### config.mk
export PLATFORM = sky130hd
export DESIGN_NAME = transmitter_spi
export DESIGN_NICKNAME = d
export VERILOG_FILES = /design/src/rtl/spi_pkg.sv /design/src/rtl/spi_sck_gen.sv /design/src/rtl/transmitter_spi.sv
export SDC_FILE = /design/constraint.sdc
export NUM_CORES = 1
export LEC_CHECK = 0
export BUFFER_PORTS_ARGS = -buffer_cell sky130_fd_sc_hd__buf_4
export CAP_MARGIN = 20
export CORE_ASPECT_RATIO = 0.8
export CORE_MARGIN = 2
export CORE_UTILIZATION = 38
export CTS_BUF_LIST = sky130_fd_sc_hd__clkbuf_8
export DETAILED_ROUTE_END_ITERATION = 8
export SLEW_MARGIN = 0
export SYNTH_ARGS = -nofsm -noshare
export SYNTH_HDL_FRONTEND = slang
export SYNTH_SLANG_ARGS = --single-unit
### constraint.sdc
create_clock -name clk -period 4.05 [get_ports clk]
set_input_delay 0.2025 -clock clk [delete_from_list [all_inputs] [get_ports clk]]
set_output_delay 0.2025 -clock clk [all_outputs]
set_load 0.1 [all_outputs]
### src/rtl/spi_pkg.sv
// Shared constants and state encoding for the SPI master transmitter.
// Timing is expressed in system clocks: one SCK half-period is HALF_PERIOD clk cycles.
package spi_pkg;

    typedef enum logic [1:0] {
        IDLE     = 2'd0,
        TRANSFER = 2'd1,
        DONE     = 2'd2
    } spi_state_e;

    localparam int NBITS       = 8;
    localparam int HALF_PERIOD = 2;
    localparam int NEDGES      = 2 * NBITS;
    localparam int DONE_CYCLES = 2;

    localparam int HALF_W = (HALF_PERIOD > 1) ? $clog2(HALF_PERIOD) : 1;
    localparam int EDGE_W = $clog2(NEDGES);
    localparam int DONE_W = (DONE_CYCLES > 1) ? $clog2(DONE_CYCLES) : 1;

endpackage

### src/rtl/spi_sck_gen.sv
// SCK generator: divides clk by 2*HALF_PERIOD while run is high and flags each
// leading/trailing SCK edge together with the final (16th) edge of a frame.
module spi_sck_gen
    import spi_pkg::*;
(
    input  logic clk,
    input  logic rst,
    input  logic clear,
    input  logic run,
    input  logic cpol,
    output logic sck,
    output logic leading,
    output logic trailing,
    output logic last_edge
);

    logic [HALF_W-1:0] half_cnt_q, half_cnt_d;
    logic [EDGE_W-1:0] edge_cnt_q, edge_cnt_d;
    logic              sck_q, sck_d;
    logic              tick;

    always_comb begin
        tick       = run && (half_cnt_q == HALF_W'(HALF_PERIOD - 1));
        half_cnt_d = half_cnt_q;
        edge_cnt_d = edge_cnt_q;
        sck_d      = sck_q;
        if (clear) begin
            // Preload the idle level so the first toggle produces the leading edge.
            half_cnt_d = '0;
            edge_cnt_d = '0;
            sck_d      = cpol;
        end else if (run) begin
            if (tick) begin
                half_cnt_d = '0;
                edge_cnt_d = edge_cnt_q + EDGE_W'(1);
                sck_d      = ~sck_q;
            end else begin
                half_cnt_d = half_cnt_q + HALF_W'(1);
            end
        end
    end

    always_ff @(posedge clk) begin
        if (rst) begin
            half_cnt_q <= '0;
            edge_cnt_q <= '0;
            sck_q      <= 1'b0;
        end else begin
            half_cnt_q <= half_cnt_d;
            edge_cnt_q <= edge_cnt_d;
            sck_q      <= sck_d;
        end
    end

    // Even edge index (0-based) means odd k: the leading edge.
    assign sck       = sck_q;
    assign leading   = tick && !edge_cnt_q[0];
    assign trailing  = tick &&  edge_cnt_q[0];
    assign last_edge = tick && (edge_cnt_q == EDGE_W'(NEDGES - 1));

endmodule

### src/rtl/transmitter_spi.sv
// Single-byte full-duplex SPI master, MSB first, with run-time CPOL/CPHA selection.
// Mode and data are captured when a transfer starts and held for the whole frame.
module transmitter_spi
    import spi_pkg::*;
(
    input  logic             clk,
    input  logic             rst,
    input  logic             CPH,
    input  logic             CKP,
    input  logic             strt,
    input  logic             MISO,
    input  logic [NBITS-1:0] data_in,
    output logic             CS,
    output logic             MOSI,
    output logic             SCK
);

    spi_state_e        state_q, state_d;
    logic              cs_q, cs_d;
    logic              mosi_q, mosi_d;
    logic [NBITS-1:0]  tx_q, tx_d;
    logic [NBITS-1:0]  rx_data_q, rx_data_d;
    logic              cpha_q, cpha_d;
    logic              cpol_q, cpol_d;
    logic [DONE_W-1:0] done_cnt_q, done_cnt_d;

    logic sck_int;
    logic leading;
    logic trailing;
    logic last_edge;
    logic shift_edge;
    logic sample_edge;

    spi_sck_gen u_sck_gen (
        .clk       (clk),
        .rst       (rst),
        .clear     (state_q == IDLE),
        .run       (state_q == TRANSFER),
        .cpol      (CKP),
        .sck       (sck_int),
        .leading   (leading),
        .trailing  (trailing),
        .last_edge (last_edge)
    );

    assign shift_edge  = cpha_q ? leading  : trailing;
    assign sample_edge = cpha_q ? trailing : leading;

    always_comb begin
        state_d    = state_q;
        cs_d       = cs_q;
        mosi_d     = mosi_q;
        tx_d       = tx_q;
        rx_data_d  = rx_data_q;
        cpha_d     = cpha_q;
        cpol_d     = cpol_q;
        done_cnt_d = done_cnt_q;

        case (state_q)
            IDLE: begin
                cs_d   = 1'b1;
                mosi_d = 1'b0;
                if (strt) begin
                    state_d    = TRANSFER;
                    cs_d       = 1'b0;
                    cpha_d     = CPH;
                    cpol_d     = CKP;
                    rx_data_d  = '0;
                    done_cnt_d = '0;
                    // CPHA=0 must have the MSB on the wire before the first SCK edge.
                    if (CPH) begin
                        tx_d   = data_in;
                        mosi_d = 1'b0;
                    end else begin
                        tx_d   = {data_in[NBITS-2:0], 1'b0};
                        mosi_d = data_in[NBITS-1];
                    end
                end
            end

            TRANSFER: begin
                if (shift_edge && !last_edge) begin
                    mosi_d = tx_q[NBITS-1];
                    tx_d   = {tx_q[NBITS-2:0], 1'b0};
                end
                if (sample_edge) begin
                    rx_data_d = {rx_data_q[NBITS-2:0], MISO};
                end
                if (last_edge) begin
                    state_d    = DONE;
                    done_cnt_d = '0;
                end
            end

            DONE: begin
                if (done_cnt_q == DONE_W'(DONE_CYCLES - 1)) begin
                    state_d = IDLE;
                    cs_d    = 1'b1;
                    mosi_d  = 1'b0;
                end else begin
                    done_cnt_d = done_cnt_q + DONE_W'(1);
                end
            end

            default: begin
                state_d = IDLE;
                cs_d    = 1'b1;
                mosi_d  = 1'b0;
            end
        endcase
    end

    always_ff @(posedge clk) begin
        if (rst) begin
            state_q    <= IDLE;
            cs_q       <= 1'b1;
            mosi_q     <= 1'b0;
            tx_q       <= '0;
            rx_data_q  <= '0;
            cpha_q     <= 1'b0;
            cpol_q     <= 1'b0;
            done_cnt_q <= '0;
        end else begin
            state_q    <= state_d;
            cs_q       <= cs_d;
            mosi_q     <= mosi_d;
            tx_q       <= tx_d;
            rx_data_q  <= rx_data_d;
            cpha_q     <= cpha_d;
            cpol_q     <= cpol_d;
            done_cnt_q <= done_cnt_d;
        end
    end

    // In IDLE the clock idles at the live polarity input; during a frame it is the divided clock.
    assign SCK  = (state_q == IDLE) ? CKP : sck_int;
    assign CS   = cs_q;
    assign MOSI = mosi_q;

endmodule

Word-level counts from Yosys, hierarchy flattened --
Index checks and enable logic that the tools add are counted.
Storage, ports and cells: register bits after elaboration 20, output and inout port bits 3, word-level logic and storage cells 67
Cells by class: $add $sub $neg 3, equality and inequality tests 7, multiplexer cells 26, bitwise logic cells 2, reduce and logical (&&, ||, !) cells 20
Operators by type and width (count):
- two-way mux 8 bit | 3
- one-hot mux 8 bit (2 select lines) | 1
- two-way mux 1 bit | 15
- AND reduction 2 bit | 5
- one-hot mux 1 bit (3 select lines) | 3
- AND reduction 3 bit | 3
- inequality test 2 bit (second input constant) | 4
- two-way mux 2 bit | 3
- one-hot mux 2 bit (3 select lines) | 1
- logical AND 1 bit | 5
- adder 4 x 1 -> 4 bit (second input constant) | 1
- == test 4 bit (second input constant) | 1
- nonzero test 2 bit | 2
- nonzero test 3 bit | 1
- adder 1 bit (second input constant) | 2
- == test 2 x 1 -> 1 bit (second input constant) | 1
- == test 2 bit (second input constant) | 1
- logical NOT 1 bit | 2
- logical NOT 2 bit | 1
- NOT 1 bit | 2
- OR reduction 2 bit | 1

Logic depth before layout (Yosys ltp) --
Gate-level depths: netlist of run 1.
word-level depth 7, gate-level depth with buffers 6, depth with buffers taken out 5

By module --
From an unflattened synthesis of run 1, not the netlist that was laid out.
Second synthesis, totals: cell total of the unflattened synthesis 119, area, all modules 1082.3 sq um
Modules (own cells, without submodules):
- transmitter_spi | times used 1, cells each 88, area an instance 809.5 sq um, sequential area each 280.3 sq um
- spi_sck_gen | times used 1, cells each 31, area an instance 272.8 sq um, sequential area each 120.1 sq um

Worst setup path before layout of run 1 --
OpenSTA, ideal clock, no wires.
path kind register to output, from register state_q[0], to output port SCK, arrival time 2.821 ns, path slack 1.026 ns, cell stages (with the launch flop) 3, cells stage by stage dfxtp_1 clkbuf_1 o31ai_1
On the way: longest elaborated chain between the ends 2
RTL lines:
- start: declaration | line transmitter_spi.sv:18 | spi_state_e state_q, state_d;
- start signal: assignment | line transmitter_spi.sv:124 | state_q <= state_d;
- logical NOT 2 bit | line transmitter_spi.sv:136 | assign SCK = (state_q == IDLE) ? CKP : sck_int;
- two-way mux 1 bit | line transmitter_spi.sv:136
- end: declaration | line transmitter_spi.sv:15 | output logic SCK
No other way between the ends.

Final worst setup path of run 1 --
from register state_q[1], to register mosi_q, in the netlist MOSI
On the way: longest elaborated chain between the ends 7
RTL lines:
- == test 2 x 1 -> 1 bit | line transmitter_spi.sv:38, transmitter_spi.sv:59
- logical AND 1 bit | line spi_sck_gen.sv:23 | tick = run && (half_cnt_q == HALF_W'(HALF_PERIOD - 1));
- logical AND 1 bit (on tied branches) | line spi_sck_gen.sv:58, spi_sck_gen.sv:57, spi_sck_gen.sv:59
- two-way mux 1 bit or logical NOT 1 bit (tied branches) | line transmitter_spi.sv:46, transmitter_spi.sv:82
- logical AND 1 bit | line transmitter_spi.sv:82 | if (shift_edge && !last_edge) begin
- inequality test 2 bit (no line)
- AND reduction 2 bit (no line)
- end signal: assignment | line transmitter_spi.sv:126 | mosi_q <= mosi_d;
- end: declaration | line transmitter_spi.sv:20 | logic mosi_q, mosi_d;
Several ways; a longest one is shown, not always the timed one. A chain may end at the register's enable or synchronous reset.

==> results of run 1 <==
## sequential cells by signal (all words and copies together), names as in the netlist
| name | flops |
|---|---|
| u_sck_gen.half_cnt_q | 1 |
| u_sck_gen.edge_cnt_q | 4 |
| CS | 1 |
| done_cnt_q | 1 |
| u_sck_gen.sck | 1 |
| cpha_q | 1 |
| MOSI | 1 |
| tx_q | 8 |
| state_q | 2 |
## worst reg2reg max path, delay by kind of cell (launching register included)
family	cells	cell delay, ns
AOI/OAI and AO/OA	2	0.25
DFF	1	0.67
and+or+nand+nor	2	1.03
## final cells by class
cell class	instances	area (sq um)	area share, %
timing repair buffer	15	113	9.11
clock buffer	4	55.1	4.45
multi-input combinational	96	609	49.3
sequential	20	400	32.4
tap	38	47.5	3.85
inverter	3	11.3	0.911
## power groups by stage
stage | registers [mW] | logic, mW | clock network (mW)
after detailed placement | 0.223 | 0.0831 | 0
final | 0.219 | 0.0828 | 0.149
after global placement | 0.222 | 0.0816 | 0
after floorplan | 0.226 | 0.0596 | 0
after global routing | 0.220 | 0.0905 | 0.164
after CTS | 0.218 | 0.0833 | 0.155
## path summary, 6_finish.rpt
check / start / end / slack, ns / depth (start not counted)
worst max-delay path: state_q[1] / MOSI / 2.03 / 4
worst min-delay path: data_in[0] / tx_q[0] / 0.23 / 3
worst max register to register: state_q[1] / MOSI / 2.03 / 4
worst min register to register: tx_q[4] / tx_q[4] / 0.45 / 2
## cells in the final DEF, fill, tap and decap left out, types with 2 or more instances in the layout
master and count:
a211o_1 7, dfxtp_1 20, nand3_1 2, a22oi_1 2
o21ai_0 4, buf_4 15, a21o_1 2, nand2_1 9
a21oi_1 14, inv_1 3, nor3_1 3, nand4_1 3
clkbuf_8 4, nand2b_1 2, nand3b_1 2, nor2_1 22
mux2i_1 8
## metal layers
metal,part of all wire (%),GRT usage (%),vias to the layer above
met5,0,0,-
met4,0.52,2.17,0
met3,2.6,4.19,2
met2,44,23.2,11
met1,52,19.6,404
li1,-,-,475
## logic make-up after synthesis
kind of cell	after synthesis	synth area share [%]
flops	20	37.6
buf+inv	12	5.28
mux	9	8.57
fa+ha+maj	1	1.17
compound gates	37	24.5
xor+xnor	1	1.53
simple gates	48	21.4
## through the flow
step	std cells	util [%]	instance area, sq um	worst slack (ns)
after detailed placement	172	43.4	1180	2.07
after floorplan	128	-	1070	1.03
after global placement	172	43.4	1180	2.13
final	176	45.4	1240	2.03
after CTS	176	45.4	1240	2.06
after global routing	176	45.4	1240	1.90
==> impl_metrics.yaml, run 1 <==
clock_network:
  numCtsBuffers: 3
  ctsResizeCount: 0
  cts_tree: "yes"
  clk_latency_ns: 0.25
  cts_hold_buf: 0
  htreeDepth: 1
  clockBufferDepth: 2
  clk_pin_slew_worst_paths_ns: 0.07
  post_cts_buffers: 0
  cts_sinks: 20
  cts_root_buf: "clkbuf_8"
timing:
  post-route-period-util_pct: 49.8
  slew_viol_final: 0
  setup_viol: 0
  rsz0062_at_grt: "false"
  slew_headroom_pct: 51.4
  finalHoldViolCount: 0
  fin_hold_ws_ns: 0.232
  fmax_mhz: 496
  tightest_slew_ns: 0.729
  finClkSkew_ns: 0.00332
  period_needed_ns: 2.02
  finalSetupTns_ns: 0
placement:
  globalplace.congestion: 0.701
  io_buffer_count: 15
  post-dp-hpwl_mm: 1.49
critical_path:
  cp.arrival_ns: 2.20
  end_kind: "flop"
  critPathLaunchType: "flop"
  cpPeakStageDelay_ns: 0.67
  worstPathCellList: "nand2b_1 -> a31oi_1 -> or3_1 -> a21oi_1"
  cp.required_ns: 4.24
  cp_max_fo: 19
  critPathKind: "reg -> reg"
  crit_buf_inv: 0
  cp_slowest_cell: "dfxtp_1"
  crit_family: "simple AND/OR/NAND/NOR gates"
cells_and_area:
  area_growth_pct: 16.0
  layout-drive-gt1-share_pct: 17.4
  fillers: 291
  layout.nets: 154
  n_antenna_cell: 0
floorplanning:
  dieArea_sq_um: 3250
  io_pins: 17
  initial_utilization_pct: 39.2
  die_h_um: 51.4
  fp.dieW_um: 63.2
  design.core.area_sq_um: 2720
  placementRows: 17
route:
  routedWlPerCell_um: 12.1
  ant_nets: 0
  routed_wl_mm: 2.13
  drtIter0Drc: 27
  vias: 892
  drcViolationCount: 0
  via_per_inst: 5.07
  first_pass_iters: 4
logic_synthesis:
  ys_ff_latch: 20
  yosysMostFrequentCell: "nor2_1"
  yosys.area.top_type_share_pct: 37.6
  synthArstFlopShare_pct: 0
  synth_cell_type_count: 34
  synth_nets: 143
  synthTopCellsByArea: "dfxtp_1, nor2_1, mux2i_1, a21oi_1, a211o_1"
  netlist.top_cell.by_area: "dfxtp_1"
  ys_seq_area_share_pct: 37.6
  syn-instance-count: 128
  synth.cell_area_sq_um: 1070
  ys.flop_type: "dfxtp_1"
  ys_top_cells_by_count: "nor2_1, dfxtp_1, a21oi_1, nand2_1, mux2i_1"
  synth_edf_count: 0
  ys_warn_count: 0
  postSynthAreaPerCell_sq_um: 8.33
pwr:
  pwr_density_cell_nw_per_um2: 365
  power_frac_clock_pct: 33.2
  p_comb_share_pct: 18.4
  p_total_mw: 0.451
  pwr-share-seq_pct: 48.5
  power.switching_mw: 0.124
  leakagePower_nw: 0.504
  peakVddDrop_uv: 138
  p_sw_share_pct: 27.6
  p_int_mw: 0.327
global_route:
  first_global_vias: 822
  grt_overflow: 0
  antenna_found_initial: 0
  grt_use_total_pct: 14.4
  grt_pass1_wl_mm: 3.74
  grt_max_degree: 21
run_status:
  status: "complete, no violations"
flow_run:
  maxCapViolations: 0
worst_hold_path:
  hold_path.class: "in -> reg"
Note: power is estimated with default switching activity, not from simulation.
==> run 2, diff against run 1 <==
clock period = 1.83 ns   (was 4.05 ns; I/O delays follow)
==> run 2 against run 1 <==
Clock-buffer cell count stayed put. Clock skew grew 0.0046 ns. Highest routed layer is now met3. Clock power is 120% higher. Critical path depth increased by 1.
==> impl_metrics.yaml, run 2 (same netlist as run 1, synthesis figures left out) <==
clock_network:
  numCtsBuffers: 3
  cts_sinks: 20
  cts_root_buf: "clkbuf_8"
  htreeDepth: 1
  clk_pin_slew_worst_paths_ns: 0.08
  cts_hold_buf: 0
  ctsResizeCount: 0
  clk_latency_ns: 0.26
  cts_tree: "yes"
  post_cts_buffers: 0
  clockBufferDepth: 2
cells_and_area:
  layout-drive-gt1-share_pct: 21.5
  final_common_cell: "nor2_1"
  fin_cells: 182
  largestRegisters: "tx_q (8), u_sck_gen.edge_cnt_q (4), state_q (2)"
  n_antenna_cell: 0
  largest_reg_flops: 8
  stdcell_area_sq_um: 1290
  layout_common_cells: "nor2_1, buf_4, dfxtp_1"
  area_growth_pct: 21.5
  largest-register: "tx_q"
  utilization_pct: 47.6
  fillers: 282
  layout.nets: 160
global_route:
  antenna_found_initial: 0
  grt_use_total_pct: 15.8
  first_global_vias: 893
  grt_pass1_wl_mm: 4.04
  grt.met2_usage_pct: 25.2
  grt_util_met3_pct: 4.85
  grt_max_degree: 21
  grt_overflow: 0
  grt-busiest-layer: "met2"
  met1_usage_pct: 21.1
critical_path:
  critPathKind: "reg -> reg"
  end_kind: "flop"
  cpPeakStageDelay_ns: 0.47
  cp.required_ns: 1.97
  worstPathCellList: "ha_1 -> nand3_1 -> a41oi_4 -> a211o_1 -> a21oi_2"
  rrSetupSlack_ns: 0.26
  cp_max_fo: 14
  cp_slowest_cell: "a41oi_4"
  critPathLaunchType: "flop"
  cp.arrival_ns: 1.71
  r2r-end: "tx_q[6]"
  rr_worst_depth: 5
  r2r_start: "u_sck_gen.edge_cnt_q[1]"
run_status:
  status: "complete, no violations"
placement:
  io_buffer_count: 15
  dp.cells: 178
  post-dp-hpwl_mm: 1.66
  globalplace.congestion: 0.743
  postPlaceCellArea_sq_um: 1240
route:
  drcViolationCount: 0
  drtIter0Drc: 40
  ant_nets: 0
  vias: 916
  via_per_inst: 5.03
  first_pass_iters: 4
  routed_wl_mm: 2.24
  routedWlPerCell_um: 12.3
timing:
  fin_hold_ws_ns: 0.114
  period_needed_ns: 1.57
  finClkSkew_ns: 0.00792
  setup_viol: 0
  post-route-period-util_pct: 85.9
  fmax_mhz: 636
  finalSetupTns_ns: 0
  slew_viol_final: 0
  finalHoldViolCount: 0
  slew_headroom_pct: 71.7
  tightest_slew_ns: 0.424
  rsz0062_at_grt: "false"
floorplanning:
  design.core.area_sq_um: 2720
  dieArea_sq_um: 3250
  fp.dieW_um: 63.2
  die_h_um: 51.4
  initial_utilization_pct: 39.2
  io_pins: 17
  placementRows: 17
worst_hold_path:
  min_from: "data_in[0]"
  min_delay_path_depth: 3
  hold_end: "tx_q[0]"
  hold_path.class: "in -> reg"
pwr:
  leakagePower_nw: 0.539
  pwr_density_cell_nw_per_um2: 785
  peakVddDrop_uv: 414
flow_run:
  maxCapViolations: 0
## run 2: worst max-delay path by stage
stage | from | endpoint | cells past startpoint
3_3_place_gp | u_sck_gen.edge_cnt_q[1] | tx_q[6] | 5
6_report | u_sck_gen.edge_cnt_q[1] | tx_q[6] | 5
4_1_cts | u_sck_gen.edge_cnt_q[1] | tx_q[6] | 5
5_1_grt | u_sck_gen.edge_cnt_q[1] | tx_q[4] | 5
2_1_floorplan | state_q[1] | SCK | 2
3_5_place_dp | u_sck_gen.edge_cnt_q[1] | tx_q[6] | 5
## run 2: worst max-delay path: cells and delay by family, from the launching register on
kind / cells / cell delay, ns
flip-flops: 1 / 0.37
adder cells (fa/ha/maj): 1 / 0.21
AO/OA/AOI/OAI: 3 / 0.69
AND/OR/NAND/NOR: 1 / 0.19
## run 2: area by class of cell
| class | instances | area [sq um] | share of cell area (%) |
|---|---|---|---|
| clock buffers | 4 | 55.1 | 4.25 |
| well taps | 38 | 47.5 | 3.67 |
| multi-input cells | 96 | 623 | 48.1 |
| inverters | 3 | 11.3 | 0.870 |
| repair buffers | 21 | 158 | 12.2 |
| flip-flops and latches | 20 | 400 | 30.9 |
## run 2: per-layer routing
metal | share of wire, % | vias to the layer above
met4 | 0 | 0
met1 | 52 | 422
met5 | 0 | -
met2 | 46 | 8
met3 | 1.9 | 0
li1 | - | 486
## run 2: stage by stage
step / total power, mW / setup WS (ns)
6_report: 1.02 / 0.258
5_1_grt: 1.07 / 0.119
4_1_cts: 1.02 / 0.253
3_5_place_dp: 0.692 / 0.241
3_3_place_gp: 0.687 / 0.275
2_1_floorplan: 0.636 / 0.273
## run 2: report_power, final
part,internal (mW),switching [mW],total (mW),leakage [nW]
combinational,0.0836,0.123,0.206,0.347
sequential,0.458,0.0165,0.475,0.163
clock,0.191,0.144,0.335,0.0288
==> run 3, diff against run 2 <==
==> constraint.sdc (replaced) <==
create_clock -name clk -period 1.83 [get_ports clk]
set_input_delay 0.366 -clock clk [delete_from_list [all_inputs] [get_ports clk]]
set_output_delay 0.366 -clock clk [all_outputs]
set_load 0.1 [all_outputs]
==> run 3 against run 2 <==
Cell count rose by 0.55%. Maximum frequency fell by 10%. Utilization rose by 0.28 points. Total power barely moved. Critical path type is now reg -> out. Largest power group unchanged.
==> impl_metrics.yaml, run 3 (same netlist as run 1, synthesis figures left out) <==
run_status:
  status: "complete, no violations"
floorplanning:
  fp.dieW_um: 63.2
  placementRows: 17
  dieArea_sq_um: 3250
  design.core.area_sq_um: 2720
  io_pins: 17
  die_h_um: 51.4
  initial_utilization_pct: 39.2
placement:
  dp.cells: 179
  post-dp-hpwl_mm: 1.63
  globalplace.congestion: 0.756
  postPlaceCellArea_sq_um: 1250
  io_buffer_count: 15
global_route:
  antenna_found_initial: 0
  grt_use_total_pct: 15.1
  grt_pass1_wl_mm: 3.80
  grt_overflow: 0
  grt_max_degree: 21
  first_global_vias: 868
clock_network:
  clockBufferDepth: 2
  clk_pin_slew_worst_paths_ns: 0.08
  post_cts_buffers: 0
  cts_sinks: 20
  cts_hold_buf: 0
  clk_latency_ns: 0.26
  ctsResizeCount: 0
  cts_tree: "yes"
  htreeDepth: 1
  numCtsBuffers: 3
  cts_root_buf: "clkbuf_8"
route:
  first_pass_iters: 4
  vias: 946
  drcViolationCount: 0
  routed_wl_mm: 2.21
  ant_nets: 0
  routedWlPerCell_um: 12.1
  drtIter0Drc: 34
  via_per_inst: 5.17
critical_path:
  cp_slowest_cell: "dfxtp_1"
  cpMostUsedCell: "buf_4"
  crit_family: "buffers and inverters"
  rrSetupSlack_ns: 0.24
  r2r-end: "tx_q[4]"
  critPathLaunchType: "flop"
  r2r_start: "u_sck_gen.edge_cnt_q[1]"
  rr_worst_depth: 5
  worstPathCellList: "buf_4 -> o31ai_4 -> buf_4"
  crit_buf_inv: 2
  cpPeakStageDelay_ns: 0.40
  critPathKind: "reg -> out"
  cp.required_ns: 1.46
  end_kind: "output port"
  cp_max_fo: 9
  cp.arrival_ns: 1.39
timing:
  fmax_mhz: 571
  finalHoldViolCount: 0
  setup_viol: 0
  slew_viol_final: 0
  finClkSkew_ns: 0.00826
  rsz0062_at_grt: "false"
  period_needed_ns: 1.75
  slew_headroom_pct: 70.5
  post-route-period-util_pct: 95.8
  finalSetupTns_ns: 0
  tightest_slew_ns: 0.440
worst_hold_path:
  hold_end: "tx_q[0]"
  hold_path.class: "in -> reg"
  min_from: "data_in[0]"
  min_delay_path_depth: 3
pwr:
  peakVddDrop_uv: 482
  leakagePower_nw: 0.543
  pwr_density_cell_nw_per_um2: 780
cells_and_area:
  area_growth_pct: 22.2
  fin_cells: 183
  n_antenna_cell: 0
  utilization_pct: 47.8
  layout-drive-gt1-share_pct: 22.1
  fillers: 288
  largest-register: "tx_q"
  layout.nets: 161
  largest_reg_flops: 8
  layout_common_cells: "nor2_1, buf_4, dfxtp_1"
  stdcell_area_sq_um: 1300
  largestRegisters: "tx_q (8), u_sck_gen.edge_cnt_q (4), state_q (2)"
flow_run:
  maxCapViolations: 0
[run 3: cell count changes in the layout (fill, tap and decap cells not counted), sizes merged]
| cell | change |
|---|---|
| buf | +1 |
[run 3: cell type report]
| class | count | area (sq um) | area share (%) |
|---|---|---|---|
| Timing Repair Buffer | 22 | 165 | 12.7 |
| Sequential cell | 20 | 400 | 30.7 |
| Inverter | 3 | 11.3 | 0.865 |
| Clock buffer | 4 | 55.1 | 4.23 |
| Tap cell | 38 | 47.5 | 3.65 |
| Multi-Input combinational cell | 96 | 623 | 47.8 |
[run 3: tightest hold or removal path, delay by kind of cell]
| family | cells | cell delay [ns] |
|---|---|---|
| compound gates | 1 | 0.05 |
| buf+inv | 1 | 0.11 |
| simple gates | 1 | 0.07 |
[run 3: report_power, final]
part | total (mW) | switching [mW] | internal, mW
logic | 0.207 | 0.121 | 0.0865
clock network | 0.332 | 0.141 | 0.191
registers | 0.477 | 0.0180 | 0.459
total | 1.02 | 0.280 | 0.736
[run 3: worst max path at each step]
stage                     cells past startpoint  slack (ns)                     from  endpoint
after detailed placement                      5        0.25  u_sck_gen.edge_cnt_q[1]   tx_q[4]
final                                         3        0.08               state_q[0]       SCK
after floorplan                               2        0.01               state_q[0]       SCK
after global placement                        5        0.26  u_sck_gen.edge_cnt_q[1]   tx_q[6]
after CTS                                     3        0.06               state_q[0]       SCK
after global routing                          3        0.02               state_q[0]       SCK
[run 3: routing by layer]
metal,vias up,track usage (%),part of all wire [%]
met1,439,19.3,49
met3,0,4.85,5.0
met2,20,25.2,46
met4,0,3.26,0
li1,487,-,-
met5,-,0,0
[run 3: per-stage QoR]
stage	power, mW	worst slack, ns	hold WS, ns
floorplan	0.637	0.0149	0.431
global placement	0.690	0.260	0.441
detailed placement	0.695	0.253	0.448
CTS	1.03	0.0613	0.381
global route	1.07	0.0242	0.400
finish	1.02	0.0773	0.385
